### config.mk
export PLATFORM = sky130hd
export DESIGN_NAME = dff_pipe
export DESIGN_NICKNAME = d
export VERILOG_FILES = /design/src/rtl/dff_pipe.sv
export SDC_FILE = /design/constraint.sdc
export NUM_CORES = 1
export LEC_CHECK = 0
export ABC_AREA = 1
export CORE_UTILIZATION = 45
export DETAILED_ROUTE_END_ITERATION = 16
export PLACE_DENSITY = 0.73
export SYNTH_ARGS = -nofsm -noshare
export SYNTH_HDL_FRONTEND = slang
export SYNTH_HIERARCHICAL = 1
export SYNTH_SLANG_ARGS = --single-unit
### constraint.sdc
create_clock -name clk -period 1.82 [get_ports clk]
set_input_delay 0.273 -clock clk [delete_from_list [all_inputs] [get_ports clk]]
set_output_delay 0.273 -clock clk [all_outputs]
set_load 0.03 [all_outputs]
### src/rtl/dff_pipe.sv
// DEPTH-stage WIDTH-bit register pipeline with per-stage valid bits, valid/ready
// backpressure, bubble collapsing, synchronous flush and an occupancy counter.

module dff_pipe_stage #(
  parameter int               WIDTH       = 4,
  parameter logic [WIDTH-1:0] RESET_VALUE = '0
) (
  input  logic             clk,
  input  logic             reset,
  input  logic             clear,
  input  logic             ld,
  input  logic             src_v,
  input  logic [WIDTH-1:0] src_d,
  output logic             v,
  output logic [WIDTH-1:0] d
);
  always_ff @(posedge clk or negedge reset) begin
    if (!reset) begin
      v <= 1'b0;
      d <= RESET_VALUE;
    end else if (clear) begin
      v <= 1'b0;
      d <= RESET_VALUE;
    end else if (ld) begin
      v <= src_v;
      // a bubble moving in leaves the old data in place
      if (src_v) d <= src_d;
    end
  end
endmodule

module dff_pipe #(
  parameter int               WIDTH       = 4,
  parameter int               DEPTH       = 2,
  parameter logic [WIDTH-1:0] RESET_VALUE = '0,
  localparam int              CNT_W       = $clog2(DEPTH+1)
) (
  input  logic             clk,
  input  logic             reset,
  input  logic             clear,
  input  logic             in_valid,
  input  logic [WIDTH-1:0] in_data,
  output logic             in_ready,
  output logic             out_valid,
  output logic [WIDTH-1:0] out_data,
  input  logic             out_ready,
  output logic [CNT_W-1:0] count
);
  logic [DEPTH-1:0]            v, rdy, src_v;
  logic [DEPTH-1:0][WIDTH-1:0] d, src_d;
  logic                        xfer_in, xfer_out;

  for (genvar k = 0; k < DEPTH; k++) begin : g_stg
    if (k == 0) begin : g_head
      assign src_v[k] = in_valid;
      assign src_d[k] = in_data;
    end else begin : g_body
      assign src_v[k] = v[k-1];
      assign src_d[k] = d[k-1];
    end
    // stage k can load unless it and every stage downstream is full and stalled
    assign rdy[k] = ~(&v[DEPTH-1:k]) | out_ready;

    dff_pipe_stage #(.WIDTH(WIDTH), .RESET_VALUE(RESET_VALUE)) u_stg (
      .clk   (clk),
      .reset (reset),
      .clear (clear),
      .ld    (rdy[k]),
      .src_v (src_v[k]),
      .src_d (src_d[k]),
      .v     (v[k]),
      .d     (d[k])
    );
  end

  assign in_ready  = rdy[0] & ~clear;
  assign out_valid = v[DEPTH-1] & ~clear;
  assign out_data  = d[DEPTH-1];
  assign xfer_in   = in_valid & in_ready;
  assign xfer_out  = out_valid & out_ready;

  always_ff @(posedge clk or negedge reset) begin
    if (!reset)
      count <= '0;
    else if (clear)
      count <= '0;
    else
      count <= count + CNT_W'(xfer_in) - CNT_W'(xfer_out);
  end
endmodule

==> key figures <==
Route
  – DR WL met2: 640 um
  – Starting DRT DRC Count: 11
  – ANT nets after route: 0
  – DR pass1 iterations: 4
  – Detailed-route wire length on metal 1: 656 um
  – Max Used Layer: met4
  – # DRC: 0
  – Via count: 600
  – Number of vias per cell: 4.84
  – DR WL met3: 42 um
  – WL/cell: 10.9 um
  – Detailed Route WL: 1350 um

Clock network
  – # resized after CTS: 0
  – Root Driver: clkbuf_4
  – CTS Buf Count: 3
  – Post-CTS Setup Inserts: 0
  – Skew-Pair Late Insertion Delay: 0.27 ns
  – Hold buffer count at cts: 0
  – Clock Path Buffers: 2
  – Reg clk slew, reported paths: 0.08 ns
  – TritonCTS Sinks: 12
  – H-Tree Depth: 1
  – Clock tree from TritonCTS: done

Worst setup path
  – Crit path required time: 1.55 ns
  – Bufs and invs on worst path: 1
  – Startpoint Class: flip-flop
  – Delay-heaviest family, CP: buffers and inverters
  – Worst r2r path cells: 8
  – Crit. End Element: output pin
  – WS Path Type: reg2out
  – Cell chain of the critical path: clkdlybuf4s50_1
  – Data arrival, critical path: 1.32 ns
  – CP max stage delay: 0.67 ns
  – R2R Path Start: g_stg[1].u_stg/v$_DFFE_PN0P_
  – FF-to-FF setup slack: 0.30 ns
  – Critical path's slowest cell: clkdlybuf4s50_1
  – R2R Path End: count[1]$_DFF_PN0_
  – Worst Path Max Fanout: 3

GRT
  – Number of global-route vias before repair: 514
  – Gr usage total: 21.1%
  – Antenna violations before repair: 0
  – Largest net degree at the start of global routing: 17
  – GRT overflow: 0
  – First-pass GRT wire length: 2130 um

Synthesis
  – Number of synthesized flops with an enable pin: 0
  – Yosys cell types: 12
  – Biggest area consumer among synthesized cells: dfrtp_1
  – Synth Register Bits: 12
  – Mapped Area: 637 sq um
  – Seq/Total Area, Yosys: 47.2%
  – Async S/R FF share, synth: 100%
  – Syn nets: 97
  – Most common cell in the netlist: nand2_1
  – Yosys Warn Count: 6
  – Top post-synthesis cells by area: dfrtp_1 (47%), nand2_1 (15%), inv_1 (8.8%)
  – Top_reg_cell synth: dfrtp_1
  – Top cell type's share of synthesized area: 47.2%
  – Syn avg cell area: 7.41 sq um
  – Syn Inst Count: 86
  – Post-synth top cells: nand2_1 (25), inv_1 (15), nor2_1 (13)

Finish
  – Ant. Diodes: 0
  – Area of the multi-input gates: 273 sq um
  – Fin area: 870 sq um
  – P&R area growth vs syn: 36.5%
  – FF+latch area: 300 sq um
  – Final-layout fill cell count: 117
  – Post-layout util: 66.8%
  – Share of cells above drive strength 1: 12.8%
  – Final #Nets: 121

STA
  – Final setup violation count: 0
  – Max_slew headroom: 62.8%
  – Min Tclk post-route: 1.60 ns
  – Final Max Slew Viols: 0
  – RSZ-0062 raised after global routing: false
  – Crit share post-route: 87.8%
  – Setup ws final: 0.223 ns
  – TNS Setup: 0 ns
  – Max Fclk: 626 MHz
  – Worst Skew: 0.000950 ns
  – Final hold violation count: 0
  – Slew @ Worst Pin: 0.556 ns

Floorplanning
  – Placement Rows: 13
  – Starting Density: 48.9%
  – DIE AREA: 1570 sq um
  – Core area: 1300 sq um
  – IO Count: 17
  – Die Height: 39.6 um
  – Die X: 39.6 um

Power
  – Pleak: 0.000474 uW
  – Max rail drop VDD: 0.440 mV
  – PwrDens: 745 nW/um^2

Place
  – Placed Area: 833 sq um
  – Final Wtd Congestion: 0.737
  – PortBufs: 16
  – Hpwl dp: 949 um
  – Pre-CTS setup slack: 0.0211 ns

Min path
  – Hold/Removal Path Class: in2async

Job
  – Max_cap viols: 0

Status
  – Status: completed
routing by layer:
| layer | track usage (%) | vias up |
|---|---|---|
| li1 | - | 308 |
| met1 | 26.0 | 276 |
| met2 | 32.4 | 14 |
| met3 | 5.11 | 2 |
| met4 | 12.9 | 0 |
| met5 | 0 | - |
how the worst max path moves through the flow:
stage                                 startpoint                  to  slack (ns)  depth (start not counted)
finish                        count[1]$_DFF_PN0_            count[1]        0.22                          1
global route                           out_ready  count[1]$_DFF_PN0_        0.17                         10
CTS                           count[0]$_DFF_PN0_            count[0]        0.21                          1
detailed placement                     out_ready  count[1]$_DFF_PN0_        0.02                          9
global placement                           clear  count[1]$_DFF_PN0_        0.03                          8
floorplan           g_stg[1].u_stg/v$_DFFE_PN0P_  count[1]$_DFF_PN0_        0.13                          7
where the power goes:
part	total, uW	switching, uW	internal (uW)
combinational	133	76.3	57.2
clock	218	96.0	122
sequential	297	12.7	285
total	648	185	463
layout by cell type, fill, tap and decap left out, drive strengths merged:
cell            n
a21oi           1
nand2          27
ha              2
buf             5
nand3          10
clkdlybuf4s50  14
inv            17
nor3            1
o21ai           2
a31oi           1
nor2           13
dfrtp          12
clkbuf          4
cell type report:
cell class | instances | share of cell area, %
inverters | 17 | 7.34
repair buffers | 19 | 20.4
clock buffers | 4 | 4.17
well taps | 15 | 2.16
flip-flops and latches | 12 | 34.5
multi-input cells | 57 | 31.4
stage by stage:
stage                     hold slack [ns]  power [uW]  cells
after floorplan                   -0.0226         369     86
after global placement              0.497         431    120
after detailed placement            0.502         434    120
after CTS                           0.373         652    124
after global routing                0.390         681    124
final                               0.353         648    124
flip-flops by register name, indices dropped and copies added, names as in the netlist:
name and flops:
g_stg.u_stg/d 8, count 2, g_stg.u_stg/v 2
cell families (layout without fill, tap and decap cells):
kind of cell | after synthesis | in the layout | share of synthesized area [%]
and+or+nand+nor | 51 | 51 | 34.6
buffers and inverters | 17 | 40 | 10.0
DFF | 12 | 12 | 47.2
AOI/OAI and AO/OA | 4 | 4 | 4.32
adders and majority gates | 2 | 2 | 3.93
(Power assumes the default switching activity.)
